File: config.mk
export PLATFORM = sky130hd
export DESIGN_NAME = instr_fetch_unit
export DESIGN_NICKNAME = d
export VERILOG_FILES = /design/src/rtl/fetch_pkg.sv /design/src/rtl/fetch_pc_reg.sv /design/src/rtl/instr_fetch_unit.sv
export SDC_FILE = /design/constraint.sdc
export NUM_CORES = 1
export LEC_CHECK = 0
export BUFFER_PORTS_ARGS = -buffer_cell sky130_fd_sc_hd__buf_2
export CAP_MARGIN = 25
export CORE_UTILIZATION = 35
export DETAILED_ROUTE_END_ITERATION = 10
export GPL_TIMING_DRIVEN = 0
export PLACE_DENSITY_LB_ADDON = 0.12
export SLEW_MARGIN = 10
export SYNTH_ARGS = -nofsm -noshare
export SYNTH_HDL_FRONTEND = slang
export SYNTH_SLANG_ARGS = --single-unit
File: constraint.sdc
create_clock -name clk -period 8.1 [get_ports clk]
set_input_delay 1.215 -clock clk [delete_from_list [all_inputs] [get_ports clk]]
set_output_delay 1.215 -clock clk [all_outputs]
set_load 0.02 [all_outputs]
File: src/rtl/fetch_pkg.sv
// ---------------------------------------------------------------------------
// fetch_pkg
// Shared definitions for the instruction fetch unit: datapath width, the
// NOP word presented when no instruction is held, the alignment mask for
// instruction addresses, and the fetch FSM state encoding.
// ---------------------------------------------------------------------------
package fetch_pkg;

  localparam int XLEN = 32;

  // addi x0,x0,0
  localparam logic [XLEN-1:0] NOP_INSTR = 32'h0000_0013;

  localparam logic [1:0] INSTR_ALIGN_MASK = 2'b11;

  typedef enum logic [2:0] {
    IDLE  = 3'd0,
    REQ   = 3'd1,
    WAIT  = 3'd2,
    HOLD  = 3'd3,
    FAULT = 3'd4
  } fetch_state_e;

  // True when the low address bits make the address unusable as an
  // instruction address.
  function automatic logic is_misaligned(input logic [1:0] addr_lo);
    return (addr_lo & INSTR_ALIGN_MASK) != 2'b00;
  endfunction

endpackage

File: src/rtl/fetch_pc_reg.sv
// ---------------------------------------------------------------------------
// fetch_pc_reg
// Program counter register for the fetch unit. Each cycle the PC either
// loads the redirect target, advances by one word (wrapping modulo 2^32),
// or holds. The low two bits are forced to zero so the PC is always
// word-aligned, and the misalignment of the presented redirect target is
// flagged combinationally so the FSM can refuse it.
//
// Ports:
//   clk              clock
//   reset            asynchronous active-high reset (PC <= RESET_ADDR)
//   load_i           load redirect_addr_i into the PC
//   advance_i        PC <= PC + 4 (ignored when load_i is set)
//   redirect_addr_i  redirect target
//   pc_o             current PC
//   misaligned_o     redirect_addr_i is not word-aligned
// ---------------------------------------------------------------------------
module fetch_pc_reg
  import fetch_pkg::*;
#(
  parameter logic [XLEN-1:0] RESET_ADDR = 32'h0000_0000
) (
  input  logic            clk,
  input  logic            reset,
  input  logic            load_i,
  input  logic            advance_i,
  input  logic [XLEN-1:0] redirect_addr_i,
  output logic [XLEN-1:0] pc_o,
  output logic            misaligned_o
);

  logic [XLEN-1:0] pc_q, pc_d;

  always_comb begin
    pc_d = pc_q;
    if (load_i) begin
      pc_d = {redirect_addr_i[XLEN-1:2], 2'b00};
    end else if (advance_i) begin
      pc_d = pc_q + 32'd4;
    end
  end

  always_ff @(posedge clk or posedge reset) begin
    if (reset) begin
      pc_q <= RESET_ADDR;
    end else begin
      pc_q <= pc_d;
    end
  end

  assign pc_o         = pc_q;
  assign misaligned_o = is_misaligned(redirect_addr_i[1:0]);

endmodule

File: src/rtl/instr_fetch_unit.sv
// ---------------------------------------------------------------------------
// instr_fetch_unit
// Fetch stage: owns the PC, issues one word read at a time to instruction
// memory (valid/ready request, in-order response), holds the returned
// instruction for decode until it is consumed, and handles redirects from
// execute, discarding any fetch made stale by a redirect.
//
// Optional feature macro: FETCH_PERF_CNT_EN adds fetch_count / flush_count.
//
// Ports:
//   clk, reset                     clock, asynchronous active-high reset
//   imem_req_valid/ready/addr      fetch request channel
//   imem_resp_valid/data           in-order fetch response
//   instr_valid/ready              held-instruction handshake to decode
//   instr, instr_addr              held instruction (NOP when not valid)
//   redirect_valid, redirect_addr  PC change request from execute
//   misalign_fault                 a redirect target was not word-aligned
//   fetch_count, flush_count       (FETCH_PERF_CNT_EN only) event counters
// ---------------------------------------------------------------------------
module instr_fetch_unit
  import fetch_pkg::*;
#(
  parameter logic [XLEN-1:0] RESET_ADDR = 32'h0000_0000,
  parameter logic [XLEN-1:0] NOP_INSTR  = fetch_pkg::NOP_INSTR
) (
  input  logic            clk,
  input  logic            reset,
  output logic            imem_req_valid,
  input  logic            imem_req_ready,
  output logic [XLEN-1:0] imem_req_addr,
  input  logic            imem_resp_valid,
  input  logic [XLEN-1:0] imem_resp_data,
  output logic            instr_valid,
  input  logic            instr_ready,
  output logic [XLEN-1:0] instr,
  output logic [XLEN-1:0] instr_addr,
  input  logic            redirect_valid,
  input  logic [XLEN-1:0] redirect_addr,
  output logic            misalign_fault
`ifdef FETCH_PERF_CNT_EN
  ,
  output logic [XLEN-1:0] fetch_count,
  output logic [XLEN-1:0] flush_count
`endif
);

  fetch_state_e    state_q, state_d;
  logic            drop_q, drop_d;          // outstanding response must be discarded
  logic            instr_valid_q, instr_valid_d;
  logic [XLEN-1:0] instr_q, instr_d;
  logic [XLEN-1:0] instr_addr_q, instr_addr_d;
  logic            fault_q, fault_d;

  logic [XLEN-1:0] pc;
  logic            pc_load, pc_advance, redir_misaligned;
  logic            req_fire, redir_ok, redir_bad;

  fetch_pc_reg #(
    .RESET_ADDR (RESET_ADDR)
  ) u_pc (
    .clk             (clk),
    .reset           (reset),
    .load_i          (pc_load),
    .advance_i       (pc_advance),
    .redirect_addr_i (redirect_addr),
    .pc_o            (pc),
    .misaligned_o    (redir_misaligned)
  );

  assign req_fire  = (state_q == REQ) && imem_req_ready;
  assign redir_ok  = redirect_valid && !redir_misaligned;
  assign redir_bad = redirect_valid && redir_misaligned;

  always_comb begin
    state_d       = state_q;
    drop_d        = drop_q;
    instr_valid_d = instr_valid_q;
    instr_d       = instr_q;
    instr_addr_d  = instr_addr_q;
    fault_d       = fault_q;
    pc_load       = 1'b0;
    pc_advance    = 1'b0;

    unique case (state_q)
      IDLE: begin
        state_d = REQ;
        if (redir_bad) begin
          fault_d = 1'b1;
          state_d = FAULT;
        end else if (redir_ok) begin
          pc_load = 1'b1;
        end
      end

      REQ: begin
        if (redir_bad) begin
          fault_d = 1'b1;
          state_d = FAULT;
          // A request accepted this cycle still has a response coming.
          if (req_fire) drop_d = 1'b1;
        end else if (redir_ok) begin
          pc_load = 1'b1;
          if (req_fire) begin
            drop_d  = 1'b1;
            state_d = WAIT;
          end
        end else if (req_fire) begin
          state_d = WAIT;
        end
      end

      WAIT: begin
        if (redirect_valid) begin
          // A response in the same cycle belongs to the old stream.
          drop_d = !imem_resp_valid;
          if (redir_bad) begin
            fault_d = 1'b1;
            state_d = FAULT;
          end else begin
            pc_load = 1'b1;
            if (imem_resp_valid) state_d = REQ;
          end
        end else if (imem_resp_valid) begin
          if (drop_q) begin
            drop_d  = 1'b0;
            state_d = REQ;
          end else begin
            instr_d       = imem_resp_data;
            instr_addr_d  = pc;
            instr_valid_d = 1'b1;
            state_d       = HOLD;
          end
        end
      end

      HOLD: begin
        if (redir_bad) begin
          fault_d       = 1'b1;
          instr_valid_d = 1'b0;
          state_d       = FAULT;
        end else if (redir_ok) begin
          pc_load       = 1'b1;
          instr_valid_d = 1'b0;
          state_d       = REQ;
        end else if (instr_ready) begin
          pc_advance    = 1'b1;
          instr_valid_d = 1'b0;
          state_d       = REQ;
        end
      end

      FAULT: begin
        // Keep tracking a fetch that was in flight when the fault hit.
        if (drop_q && imem_resp_valid) drop_d = 1'b0;
        if (redir_ok) begin
          pc_load = 1'b1;
          fault_d = 1'b0;
          // If that fetch has not returned yet, wait for it (and drop it)
          // before issuing a new request so responses stay paired.
          state_d = (drop_q && !imem_resp_valid) ? WAIT : REQ;
        end
      end

      default: begin
        state_d = IDLE;
      end
    endcase
  end

  always_ff @(posedge clk or posedge reset) begin
    if (reset) begin
      state_q       <= IDLE;
      drop_q        <= 1'b0;
      instr_valid_q <= 1'b0;
      instr_q       <= NOP_INSTR;
      instr_addr_q  <= RESET_ADDR;
      fault_q       <= 1'b0;
    end else begin
      state_q       <= state_d;
      drop_q        <= drop_d;
      instr_valid_q <= instr_valid_d;
      instr_q       <= instr_d;
      instr_addr_q  <= instr_addr_d;
      fault_q       <= fault_d;
    end
  end

  assign imem_req_valid = (state_q == REQ);
  assign imem_req_addr  = pc;
  assign instr_valid    = instr_valid_q;
  assign instr          = instr_valid_q ? instr_q : NOP_INSTR;
  assign instr_addr     = instr_addr_q;
  assign misalign_fault = fault_q;

`ifdef FETCH_PERF_CNT_EN
  logic [XLEN-1:0] fetch_count_q, flush_count_q;
  logic            fetch_evt, flush_evt;

  assign fetch_evt = (state_q == HOLD) && instr_ready && !redirect_valid;
  // Only the first redirect against an in-flight fetch discards it.
  assign flush_evt = redirect_valid &&
                     (req_fire || ((state_q == WAIT) && !drop_q) || (state_q == HOLD));

  always_ff @(posedge clk or posedge reset) begin
    if (reset) begin
      fetch_count_q <= '0;
      flush_count_q <= '0;
    end else begin
      if (fetch_evt) fetch_count_q <= fetch_count_q + 32'd1;
      if (flush_evt) flush_count_q <= flush_count_q + 32'd1;
    end
  end

  assign fetch_count = fetch_count_q;
  assign flush_count = flush_count_q;
`else
  // Performance counters are not built in this configuration.
`endif

endmodule
==> flow_summary.json <==
{
  "yosys-top-cells-area": "dfrtp_1, mux2_2, and2_1",
  "critical_path_arrival_ns": 3.08,
  "insertion_delay_ns": 0.35,
  "numCtsBuffers": 9,
  "cts-resized-gates": 0,
  "nFillCells": 1338,
  "grt_pass1_vias": 4245,
  "syn_inst": 460,
  "fin_nets": 709,
  "drt_wl_total_um": 13700,
  "ys_ff_latch": 98,
  "power.leakage_uw": 0.00300,
  "path_max_fanout": 10,
  "grt_usage": 0.195,
  "slew_violations": 0,
  "postRouteAntennaNets": 0,
  "tightest_slew_ns": 0.644,
  "finalCritPeriodShare": 0.356,
  "synth_seq_area_share": 0.499,
  "drive_above_1_share": 0.417,
  "die-area_mm2": 0.0145,
  "grt_pass1_wl_um": 22000,
  "cts_tree": "done",
  "r2r_slack_ns": 5.68,
  "drc_errors": 0,
  "synth.distinct_cells": 56,
  "viasPerCell": 5.24,
  "path_class": "input port to flop",
  "powerDensity_mw_per_mm2": 356,
  "synth.avg_cell_area_um2": 10.7,
  "yosysWarnings": 0,
  "gp_congestion": 0.817,
  "drt_iter0_markers": 217,
  "synthesis.area_mm2": 0.00492,
  "timing.fmax_mhz": 347,
  "tns_ns": 0,
  "cts-root-buf": "clkbuf_16",
  "via_count": 4294,
  "setup_viol": 0,
  "startpoint_type": "input port",
  "finClkSkew_ns": 0.00609,
  "htreeDepth": 3,
  "die_x_um": 121,
  "initial_core_util": 0.366,
  "status": "finished clean",
  "min_path_type": "flop to flop",
  "synthFlopType": "dfrtp_1",
  "synth_top_area_frac": 0.483,
  "max_cap_viol_count": 0,
  "finalPower_uw": 2250,
  "clock_sinks": 98,
  "min_period_ns": 2.88,
  "antenna_found_initial": 0,
  "io_buffers": 163,
  "synth_top_area_cell": "dfrtp_1",
  "rsz0062_at_grt": "false",
  "endpoint_kind": "flop",
  "grt_max_degree": 72,
  "drt-pass1-iter-count": 4,
  "area_growth_pct": 28.4,
  "n_antenna_cell": 0,
  "cts_setup_buffers": 0,
  "ir_worst_vdd_uv": 170,
  "core_area_mm2": 0.0135,
  "cts_hold_buf": 0,
  "cts.clk_slew.worst_paths_ns": 0.07,
  "wl_per_cell_um": 16.8,
  "slew_headroom": 0.568,
  "io_pins": 169,
  "place_hpwl_um": 10200,
  "report.final.hold_viol_count": 0,
  "clockBufferDepth": 2,
  "required_ns": 8.30,
  "ys_async_sr_fraction": 1.00,
  "fin_hold_ws_ns": 0.498,
  "die_h_um": 121,
  "grt_overflow": 0,
  "rows": 42,
  "synth-edff-count": 0
}
-- through the flow --
step | util | instances | cell area [µm²] | setup WS (ns)
floorplan | - | 463 | 4930 | 4.33
global placement | 0.444 | 802 | 5970 | 2.97
detailed placement | 0.446 | 803 | 6000 | 4.85
CTS | 0.470 | 819 | 6320 | 5.23
global route | 0.470 | 819 | 6320 | 5.03
finish | 0.470 | 819 | 6320 | 5.22
-- path summary, 6_finish.rpt --
| kind | start | to | cells after the start |
|---|---|---|---|
| setup / recovery | redirect_valid | u_pc.pc_o[11] | 8 |
| hold / removal | instr_addr[25] | instr_addr[25] | 1 |
| hold reg to reg | instr_addr[25] | instr_addr[25] | 1 |
| min in group asynchronous | reset | instr_q[31] | 2 |
| max in group asynchronous | reset | instr_q[1] | 3 |
| setup reg to reg | state_q[0] | u_pc.pc_o[5] | 6 |
-- synthesized netlist by cell type (all sizes together), types with 4 or more instances --
cell type   n
a21oi       8
a22oi       4
a31oi      15
and2       31
buf        14
clkbuf     21
dfrtp      95
inv         7
mux2       62
nand2      26
nand2b      8
nand3      14
nand4      14
nor2       25
nor3       10
nor4        7
o21ai      16
o31ai       9
or3         7
or4        12
or4b        4
-- worst max-delay path: stages --
cell and delay, ns:
buf_2 0.09, buf_2 0.18, nor3b_1 0.28, clkbuf_1 0.37, nand2_1 0.34, clkbuf_1 0.36, nor2_1 0.18, a31oi_1 0.06
-- sequential cells by signal, summed over array words and instances (netlist names) --
name,flops
instr_q,32
instr_addr,30
u_pc.pc_o,30
state_q,3
drop_q,1
instr_valid,1
misalign_fault,1
-- cells in the final DEF (no fill, tap or decap), types with 3 or more instances in the layout --
cell,synthesis,routed
buf_4,5,5
or3_1,7,7
o211ai_1,3,3
clkbuf_1,21,21
nor3_1,10,10
nor2_1,25,25
a31o_2,3,3
mux2_2,62,62
nor4_1,7,7
and3_1,3,3
o21ai_0,15,15
conb_1,1,4
xnor2_1,3,3
o31ai_1,9,9
buf_2,7,170
a31oi_1,15,15
nand4_1,13,13
nand3_1,14,14
nand2_1,26,26
or2_2,3,3
or4b_1,4,4
nand2b_1,8,8
dfstp_2,3,3
or4_1,11,11
and2_1,31,31
dfrtp_1,95,95
nor2b_1,3,3
a22oi_1,4,4
a21oi_1,8,8
inv_1,7,6
clkbuf_16,0,9
-- layer usage --
layer  global-route usage  share of wire  vias to the layer above  routed length (µm)
li1                     -              -                     2049                   -
met1                0.259           0.45                     2059                6150
met2                0.313           0.47                      166                6390
met3               0.0392          0.066                       20                 906
met4               0.0718          0.020                        0                 279
met5                    0              0                        -                   0
-- kinds of logic (layout without fill, tap and decap cells) --
| kind of cell | after synthesis | after routing | synth area share |
|---|---|---|---|
| muxes | 63 | 63 | 0.144 |
| other | 1 | 4 | 0.000762 |
| xor gates and xnor gates | 4 | 4 | 0.00712 |
| buffers and inverters | 43 | 223 | 0.0384 |
| adders and majority gates | 1 | 1 | 0.00254 |
| AOI/OAI and AO/OA | 78 | 78 | 0.108 |
| and+or+nand+nor | 172 | 172 | 0.200 |
| DFF | 98 | 98 | 0.499 |
-- report_power, final --
group	internal [µW]	leakage, µW	switching, µW
clock network	270	0.000151	190
registers	695	0.00122	196
logic	364	0.00163	533
total	1330	0.00300	919
-- area by class of cell --
type,count,area (µm²),area share
flip-flops and latches,98,2460,0.389
multi-input cells,322,2290,0.362
repair buffers,164,843,0.133
clock buffers,9,225,0.0356
well taps,176,220,0.0348
plain buffers,35,159,0.0251
clock inverters,7,93.8,0.0148
inverters,8,35.0,0.00554
Power figures use the tool's default switching activity.
